## src/rtl/opcode_fetch_if.sv

```systemverilog
// Purpose: bundles the memory read port and the control-unit opcode port of opcode_fetch.
// Latency: none, wires only.
// Backpressure: memory stalls by withholding mem_ack; control stalls by withholding op_take.
//
// Signals:
//   mem_req/mem_addr   read request and byte address toward memory
//   mem_ack/mem_data   read completion and returned byte
//   flush/flush_pc     restart the fetch stream at flush_pc
//   irq                interrupt pending (only used with FETCH_IRQ_INJECT_EN)
//   op_valid/op_data/op_pc/op_take   head-of-buffer handshake toward control
//   count              occupied buffer entries
interface opcode_fetch_if;
    logic        mem_req;
    logic [15:0] mem_addr;
    logic        mem_ack;
    logic [7:0]  mem_data;
    logic        flush;
    logic [15:0] flush_pc;
    logic        irq;
    logic        op_valid;
    logic [7:0]  op_data;
    logic [15:0] op_pc;
    logic        op_take;
    logic [2:0]  count;

    // master: the fetch stage itself
    modport master (
        output mem_req, mem_addr, op_valid, op_data, op_pc, count,
        input  mem_ack, mem_data, flush, flush_pc, irq, op_take
    );

    // slave: memory plus control unit surrounding the fetch stage
    modport slave (
        input  mem_req, mem_addr, op_valid, op_data, op_pc, count,
        output mem_ack, mem_data, flush, flush_pc, irq, op_take
    );
endinterface

```

## src/rtl/opcode_fetch.sv

```systemverilog
// Purpose: opcode prefetch buffer; sequential byte reads from a fetch PC into a {byte,pc} FIFO.
// Latency: mem_ack at edge N -> byte visible on op_* after edge N; 1 byte/cycle sustained.
// Backpressure: no request is raised without a free slot; a raised request holds until mem_ack.
//
// Ports:
//   i_ph1    clock, all state on rising edge
//   i_reset  asynchronous active-low reset
//   bus      opcode_fetch_if.master (memory port, flush, irq, opcode handshake, count)
// Parameters: DEPTH (power of two, 2..8), RESET_PC.
// Optional feature macro: FETCH_IRQ_INJECT_EN -- while irq is high and an entry is
// available, present BRK (8'h00) at the head pc and refuse to pop on op_take.
module opcode_fetch #(
    parameter int          DEPTH    = 4,
    parameter logic [15:0] RESET_PC = 16'h0200
) (
    input  logic           i_ph1,
    input  logic           i_reset,
    opcode_fetch_if.master bus
);
    localparam int         AW      = (DEPTH > 1) ? $clog2(DEPTH) : 1;
    localparam logic [3:0] DEPTH_C = 4'(DEPTH);

    typedef enum logic [1:0] {S_IDLE, S_REQ, S_DROP} state_t;

    state_t        r_state, w_state_nxt;
    logic [15:0]   r_fetch_pc, w_fetch_pc_nxt;
    logic [15:0]   r_req_addr;
    logic [3:0]    r_count, w_count_nxt, w_count_after_pop;
    logic [AW-1:0] r_rd_ptr, r_wr_ptr;
    logic [7:0]    r_fifo_dat [DEPTH];
    logic [15:0]   r_fifo_pc  [DEPTH];
    logic          w_valid, w_pop, w_push, w_inject;

    assign w_valid = (r_count != 4'd0);

`ifdef FETCH_IRQ_INJECT_EN
    assign w_inject = bus.irq & w_valid;
`else
    logic w_unused_irq;
    assign w_inject     = 1'b0;
    assign w_unused_irq = bus.irq;
`endif

    // An injected BRK leaves the interrupted opcode at the head for the return path.
    assign w_pop             = bus.op_take & w_valid & ~w_inject;
    assign w_count_after_pop = r_count - {3'b000, w_pop};

    always_comb begin
        w_state_nxt    = r_state;
        w_fetch_pc_nxt = r_fetch_pc;
        w_push         = 1'b0;
        case (r_state)
            S_IDLE: begin
                if (bus.flush) begin
                    w_fetch_pc_nxt = bus.flush_pc;
                    w_state_nxt    = S_REQ;
                end else if (w_count_after_pop < DEPTH_C) begin
                    w_state_nxt = S_REQ;
                end
            end
            S_REQ: begin
                if (bus.flush) begin
                    // A same-cycle ack retires the old request; otherwise it must still be drained.
                    w_fetch_pc_nxt = bus.flush_pc;
                    w_state_nxt    = bus.mem_ack ? S_REQ : S_DROP;
                end else if (bus.mem_ack) begin
                    w_push         = 1'b1;
                    w_fetch_pc_nxt = r_fetch_pc + 16'd1;
                    if ((w_count_after_pop + 4'd1) >= DEPTH_C)
                        w_state_nxt = S_IDLE;
                end
            end
            S_DROP: begin
                if (bus.flush) begin
                    w_fetch_pc_nxt = bus.flush_pc;
                    w_state_nxt    = bus.mem_ack ? S_REQ : S_DROP;
                end else if (bus.mem_ack) begin
                    w_state_nxt = S_REQ;
                end
            end
            default: w_state_nxt = S_IDLE;
        endcase
    end

    always_comb begin
        w_count_nxt = r_count + {3'b000, w_push} - {3'b000, w_pop};
        if (bus.flush)
            w_count_nxt = 4'd0;
    end

    always_ff @(posedge i_ph1 or negedge i_reset) begin
        if (!i_reset) begin
            r_state    <= S_IDLE;
            r_fetch_pc <= RESET_PC;
            r_req_addr <= RESET_PC;
            r_count    <= 4'd0;
            r_rd_ptr   <= '0;
            r_wr_ptr   <= '0;
        end else begin
            r_state    <= w_state_nxt;
            r_fetch_pc <= w_fetch_pc_nxt;
            r_count    <= w_count_nxt;
            // Freeze the outstanding address while draining so mem_addr stays put.
            if (r_state != S_DROP)
                r_req_addr <= r_fetch_pc;
            if (bus.flush) begin
                r_rd_ptr <= '0;
                r_wr_ptr <= '0;
            end else begin
                if (w_push) r_wr_ptr <= r_wr_ptr + AW'(1);
                if (w_pop)  r_rd_ptr <= r_rd_ptr + AW'(1);
            end
        end
    end

    // Storage needs no reset; reads are gated by w_valid.
    always_ff @(posedge i_ph1) begin
        if (w_push) begin
            r_fifo_dat[r_wr_ptr] <= bus.mem_data;
            r_fifo_pc[r_wr_ptr]  <= r_fetch_pc;
        end
    end

    assign bus.mem_req  = (r_state != S_IDLE);
    assign bus.mem_addr = (r_state == S_DROP) ? r_req_addr : r_fetch_pc;
    assign bus.op_valid = w_valid;
    assign bus.op_data  = (w_valid && !w_inject) ? r_fifo_dat[r_rd_ptr] : 8'h00;
    assign bus.op_pc    = w_valid ? r_fifo_pc[r_rd_ptr] : 16'h0000;
    // count is 3 bits wide; a full DEPTH=8 buffer reads as 7.
    assign bus.count    = (r_count > 4'd7) ? 3'd7 : r_count[2:0];
endmodule
```

## src/flat_wrapper.sv

```systemverilog
// flat-port wrapper written by rule: the top's interface ports become plain ports
module opcode_fetch_flat 
#(
    parameter int          DEPTH    = 4,
    parameter logic [15:0] RESET_PC = 16'h0200
)
  (i_ph1, i_reset, bus_mem_req, bus_mem_addr, bus_op_valid, bus_op_data, bus_op_pc, bus_count, bus_mem_ack, bus_mem_data, bus_flush, bus_flush_pc, bus_irq, bus_op_take);
  opcode_fetch_if bus_i ();
  input  logic i_ph1;
  input  logic i_reset;
  output wire logic [$bits(bus_i.mem_req)-1:0] bus_mem_req;
  output wire logic [$bits(bus_i.mem_addr)-1:0] bus_mem_addr;
  output wire logic [$bits(bus_i.op_valid)-1:0] bus_op_valid;
  output wire logic [$bits(bus_i.op_data)-1:0] bus_op_data;
  output wire logic [$bits(bus_i.op_pc)-1:0] bus_op_pc;
  output wire logic [$bits(bus_i.count)-1:0] bus_count;
  input wire logic [$bits(bus_i.mem_ack)-1:0] bus_mem_ack;
  input wire logic [$bits(bus_i.mem_data)-1:0] bus_mem_data;
  input wire logic [$bits(bus_i.flush)-1:0] bus_flush;
  input wire logic [$bits(bus_i.flush_pc)-1:0] bus_flush_pc;
  input wire logic [$bits(bus_i.irq)-1:0] bus_irq;
  input wire logic [$bits(bus_i.op_take)-1:0] bus_op_take;
  assign bus_mem_req = bus_i.mem_req;
  assign bus_mem_addr = bus_i.mem_addr;
  assign bus_op_valid = bus_i.op_valid;
  assign bus_op_data = bus_i.op_data;
  assign bus_op_pc = bus_i.op_pc;
  assign bus_count = bus_i.count;
  assign bus_i.mem_ack = bus_mem_ack;
  assign bus_i.mem_data = bus_mem_data;
  assign bus_i.flush = bus_flush;
  assign bus_i.flush_pc = bus_flush_pc;
  assign bus_i.irq = bus_irq;
  assign bus_i.op_take = bus_op_take;
  opcode_fetch #(.DEPTH(DEPTH), .RESET_PC(RESET_PC)) u_core (.i_ph1(i_ph1), .i_reset(i_reset), .bus(bus_i));
endmodule
```

## config.mk

```make
export PLATFORM = sky130hd
export DESIGN_NAME = opcode_fetch_flat
export DESIGN_NICKNAME = d
export VERILOG_FILES = /design/src/rtl/opcode_fetch_if.sv /design/src/rtl/opcode_fetch.sv /design/src/flat_wrapper.sv
export SDC_FILE = /design/constraint.sdc
export NUM_CORES = 1
export LEC_CHECK = 0
export CAP_MARGIN = 40
export CORE_UTILIZATION = 50
export DETAILED_ROUTE_END_ITERATION = 7
export PLACE_DENSITY_LB_ADDON = 0.15
export SYNTH_ARGS = -nofsm -noshare
export SYNTH_HDL_FRONTEND = slang
export SYNTH_SLANG_ARGS = --single-unit
```

## constraint.sdc

```tcl
create_clock -name i_ph1 -period 2.4 [get_ports i_ph1]
set_input_delay 0.36 -clock i_ph1 [delete_from_list [all_inputs] [get_ports i_ph1]]
set_output_delay 0.36 -clock i_ph1 [all_outputs]
set_load 0.02 [all_outputs]
```

-- Word-level counts from Yosys, hierarchy flattened
Memory sizes are Yosys's and may differ from the RTL's.
Cells that the tools add are included.
- equal/unequal tests: 8
- mux-type cells: 27
- $lt $le $gt $ge: 3
- bitwise logic cells: 1
- reduce and logical (&&, ||, !) cells: 9
- add/subtract/negate cells: 7
- operators by type and width (operator ; count):
    16-bit two-way mux ; 5
    16-bit case mux with 2 select lines ; 1
    2-bit two-way mux ; 12
    16-bit by 1-bit adder with 16-bit output, second input constant ; 1
    8-bit two-way mux ; 1
    2-bit nonzero test ; 4
    4-bit by 1-bit subtractor with 4-bit output ; 2
    3-bit by 2-bit inequality test with 1-bit output, second input constant ; 2
    3-bit inequality test, second input constant ; 2
    2-bit case mux with 3 select lines ; 1
    1-bit two-way mux ; 5
    2-bit by 1-bit adder with 2-bit output, second input constant ; 2
    4-bit by 1-bit adder with 4-bit output ; 1
    4-bit by 1-bit adder with 4-bit output, second input constant ; 1
    4-bit by 3-bit greater-or-equal comparator with 1-bit output, second input constant ; 1
    4-bit by 3-bit > comparator with 1-bit output, second input constant ; 1
    4-bit by 3-bit < comparator with 1-bit output, second input constant ; 1
    4-bit two-way mux ; 1
    4-bit AND reduction ; 1
    4-bit nonzero test ; 1
    3-bit two-way mux ; 1
    3-bit AND reduction ; 1
    2-bit by 1-bit == test with 1-bit output, second input constant ; 1
    2-bit == test, second input constant ; 1
    5 further kinds ; 5
- memories: 2
- bits of input ports: 30
- logic and storage cells: 63
- flip-flop bits (word level): 42
- memory bits (writable): 96
- output and inout bits: 45
- memory list (name ; words ; bits a word ; read ports ; clocked after memory_dff ; write ports ; line ; text):
    u_core.r_fifo_pc ; 4 ; 16 ; 1 ; 0 ; 1 ; opcode_fetch.sv:31 ; logic [15:0] r_fifo_pc [DEPTH];
    u_core.r_fifo_dat ; 4 ; 8 ; 1 ; 0 ; 1 ; opcode_fetch.sv:30 ; logic [7:0] r_fifo_dat [DEPTH];

-- Logic depth before layout (Yosys ltp)
- depth in word-level cells: 9
- depth in mapped cells: 12
- depth with buffers taken out: 11

-- Worst setup path after synthesis
OpenSTA, ideal clock, no wires.
- path kind: reg2reg
- start: register u_core.r_count[2]
- end: register u_core.r_count[2]
- clock period less this slack: 2.591 ns
- stages on the path, launching flop included: 12
- slack: -0.191 ns
- library setup time: 0.131 ns
- required time: 2.269 ns
- path buffers: 1
- arrival: 2.460 ns
- cells stage by stage: dfrtp_1 > inv_1 > ha_1 > or3b_2 > clkbuf_1 > and2_1 > ha_1 > inv_1 > ha_1 > fa_1 > xor2_1 > nor2_1
- word-level cells in the longest chain between the ends: 4
- elaborated cells on any way between the ends: 5
- those cells by class: 2 x add/sub; 1 x mux; 1 x bitwise; 1 x reduce/logical
- ends and longest elaborated chain (what ; line ; text):
    start: declaration ; opcode_fetch.sv:28 ; logic [3:0] r_count, w_count_nxt, w_count_after_pop;
    start signal: assignment ; opcode_fetch.sv:102 ; r_count <= w_count_nxt;
    branches (longest 2 deep; another with 4-bit by 1-bit adder with 4-bit output) ; -- ;
    4-bit by 1-bit subtractor with 4-bit output (*) ; opcode_fetch.sv:86 ; w_count_nxt = r_count + {3'b000, w_push} - {3'b000, w_pop};
    4-bit two-way mux (*) ; opcode_fetch.sv:87 ; if (bus.flush)
    via u_core.w_count_nxt[2] ; opcode_fetch.sv:28 ;
Mark *: on every way through the listed nets, which the timed path passes.
A chain may end at the register's enable or synchronous reset.

-- Worst setup path after layout
- start: register u_core.r_count[2]
- end: register u_core.r_count[1]
- word-level cells in the longest chain between the ends: 4
- ends and longest elaborated chain (what ; line ; text):
    4-bit nonzero test ; opcode_fetch.sv:34 ; assign w_valid = (r_count != 4'd0);
    1-bit bitwise AND ; opcode_fetch.sv:45 ; assign w_pop = bus.op_take & w_valid & ~w_inject;
    4-bit by 1-bit subtractor with 4-bit output ; opcode_fetch.sv:86 ;
    4-bit two-way mux ; opcode_fetch.sv:87 ;
    via u_core.w_count_nxt[1] ; opcode_fetch.sv:28 ;
The timed path passes the listed nets, and every way through them passes these cells.

==> flow_summary.toml <==
[floorplanning]
die_h_um = 111
start_util_pct = 51.9
die_area_um2 = 12400
die_w_um = 111
rows = 39
io_pins = 75
core_um2 = 11500

[critical_path]
worstPathRequired_ns = 2.74
crit_fanout = 3
crit_path_end_kind = "register"
crit_path_max_incr_delay_ns = 0.51
cp_cell_sequence = "inv_2 -> ha_2 -> or3b_4 -> and2_4 -> ha_4 -> inv_2 -> ha_4 -> fa_2 -> nor2b_1"
arrival_ns = 2.72
crit_type = "reg2reg"
crit_slowest_cell = "fa_2"
cp-start-kind = "register"

[sta]
finalClockSkew_ns = 0.00729
maxSlewViolCount = 0
finalSetupViolCount = 0
hold_violations = 0
hold_slack_ns = 0.398
max_freq_mhz = 421
tightestPinTransition_ns = 0.584
fin_crit_ns = 2.37
maxSlewHeadroom_pct = 60.7
period_share_pct = 98.9

[yosys]
syn_nets = 436
postSynthCellCount = 393
ys.flop_type = "edfxtp_1"
synthArstFlopShare_pct = 30.4
synth_common_cells = "edfxtp_1, dfrtp_1, and2_1"
ys_warn_count = 0
synth_edf_count = 96
yosys.area.top_type_share_pct = 48.2
syn_avg_cell_area_um2 = 15.2
synth_top_area_cell = "edfxtp_1"
synth_seq_cells = 138
synth.distinct_cells = 48
synthesis.area_um2 = 5980
synth-seq-area-share_pct = 65.9
synth_area_leaders = "edfxtp_1, dfrtp_1, mux4_2"
yosysMostFrequentCell = "edfxtp_1"

[power_and_ir_drop]
netSwitchingFraction_pct = 34.8
leakagePower_nw = 2.74
pwr-share-seq_pct = 38.4
combPwrFrac_pct = 37.8
p_sw_w = 0.00331
ir_drop_mv = 0.676
power.internal_w = 0.00620
clockPowerShare_pct = 23.8
power_density_nw_per_um2 = 1280

[cts]
clk_root_buffer_cell = "clkbuf_16"
clk_latency_ns = 0.41
htree_levels = 4
clock_path_buffers = 2
cts_buffers = 17
cts.sinks = 138
tritoncts = "done"
clk_pin_slew_ns = 0.05

[route]
ant_nets = 0
wl_um = 11700
first_pass_iters = 7
routedWlPerCell_um = 18.3
viasPerCell = 5.70
first_iter_violations = 225
drcViolationCount = 12
vias = 3629

[run]
cap_violations = 0

[global_route]
grt_pass1_wl_um = 18800
grt_overflow_total = 0
grt_pass1_vias = 3653
antenna_found_initial = 0
grt_usage_pct = 20.3
grt_max_degree = 28

[status]
status = "finished with violations"
violations = "design-rule violations"

[layout]
finish.instance_area_um2 = 7450
stdcell_count = 637
area_delta_synth_final_pct = 24.7
diodes = 0
layout.nets = 524
fillers = 872
drive_gt1_share_pct = 25.9

[place]
place_congestion = 0.814
place_inst = 601
placedInstanceArea_um2 = 7020
dp_hpwl_um = 7270
port-buffer-count = 73

[worst_hold_path]
min_path_type = "in2async"
==> layer usage <==
metal	wire (µm)	vias up	track usage, %
met1	5200	1794	27.0
met4	222	0	8.47
met2	5680	134	32.0
met5	0	-	0
li1	-	1673	-
met3	550	28	5.19
==> cells by family (layout without fill, tap and decap cells) <==
logic type / Yosys count / in the layout / synth area share [%]
AO/OA/AOI/OAI: 55 / 55 / 5.76
XOR/XNOR: 6 / 6 / 0.879
adder cells (fa/ha/maj): 13 / 13 / 2.85
buffers and inverters: 34 / 135 / 2.30
flip-flops: 138 / 138 / 65.9
multiplexers: 42 / 42 / 12.4
AND/OR/NAND/NOR: 105 / 105 / 9.95
==> sequential cells by signal, summed over array words and instances (netlist names) <==
signal / cells
u_core.r_count: 4
u_core.r_fetch_pc: 16
u_core.r_fifo_dat: 32
u_core.r_fifo_pc: 64
u_core.r_rd_ptr: 2
u_core.r_req_addr: 16
u_core.r_state: 2
u_core.r_wr_ptr: 2
==> final cells by class <==
class / count / area [µm²] / area share (%)
repair buffers: 93 / 845 / 11.3
well taps: 143 / 179 / 2.40
clock inverters: 4 / 18.8 / 0.252
multi-input cells: 221 / 1940 / 26.0
inverters: 10 / 37.5 / 0.504
flip-flops and latches: 138 / 3940 / 52.8
clock buffers: 28 / 497 / 6.66
==> through the flow <==
stage	total power, W	util (%)	TNS [ns]	worst slack, ns
floorplan	0.00599	-	0	0.0168
global placement	0.00748	61.0	0	0.0796
detailed placement	0.00759	61.0	0	0.0590
CTS	0.00968	65.6	0	0.00400
global route	0.0101	64.7	-0.0369	-0.0336
finish	0.00951	64.7	0	0.0259
==> what timing repair did <==
action / in CTS / in global routing
pin swaps: 0 / 1
endpoints found under the setup margin: 41 / 24
setup buffers: 0 / 3
resized for setup: 95 / 25
hold buffers: 1 / 0
hold endpoints to repair: 13 / 0
==> power by group through the flow <==
stage | Sequential [W] | Clock [W] | Combinational (W)
floorplan | 0.00347 | 0 | 0.00252
global placement | 0.00363 | 0 | 0.00385
detailed placement | 0.00368 | 0 | 0.00391
CTS | 0.00364 | 0.00230 | 0.00374
global route | 0.00371 | 0.00242 | 0.00393
finish | 0.00366 | 0.00226 | 0.00360
==> worst paths after layout <==
kind	from	to	slack, ns	cells after the start
worst max-delay path	u_core.r_count[2]	u_core.r_count[1]	0.03	9
worst min-delay path	i_reset	u_core.r_req_addr[11]	0.40	2
worst max register to register	u_core.r_count[2]	u_core.r_count[1]	0.03	9
worst min register to register	u_core.r_req_addr[15]	u_core.r_req_addr[15]	0.49	1
max in group asynchronous	i_reset	u_core.r_req_addr[13]	1.31	3
min in group i_ph1	u_core.r_req_addr[15]	u_core.r_req_addr[15]	0.49	1
==> cells in the final DEF, fill, tap and decap left out, types with 8 or more instances in the layout <==
cell / Yosys / final
clkbuf_1: 16 / 8
nand2_1: 17 / 17
a21oi_1: 19 / 18
clkbuf_16: 0 / 17
buf_2: 8 / 25
o21ai_0: 11 / 11
dfrtp_1: 40 / 40
and2_1: 31 / 30
dlygate4sd2_1: 0 / 17
nor2_1: 15 / 15
clkdlybuf4s50_1: 0 / 31
buf_4: 0 / 9
ha_1: 12 / 9
mux2_2: 16 / 16
edfxtp_1: 96 / 96
buf_12: 0 / 8
mux4_2: 24 / 24
==> worst max-delay path: cells and delay by family (launching register included) <==
family	cells	cell delay, ns
AND/OR/NAND/NOR	3	0.68
flip-flops	1	0.39
adder cells (fa/ha/maj)	4	1.11
buffers and inverters	2	0.13
No activity file was read; power rests on OpenSTA's default activity.
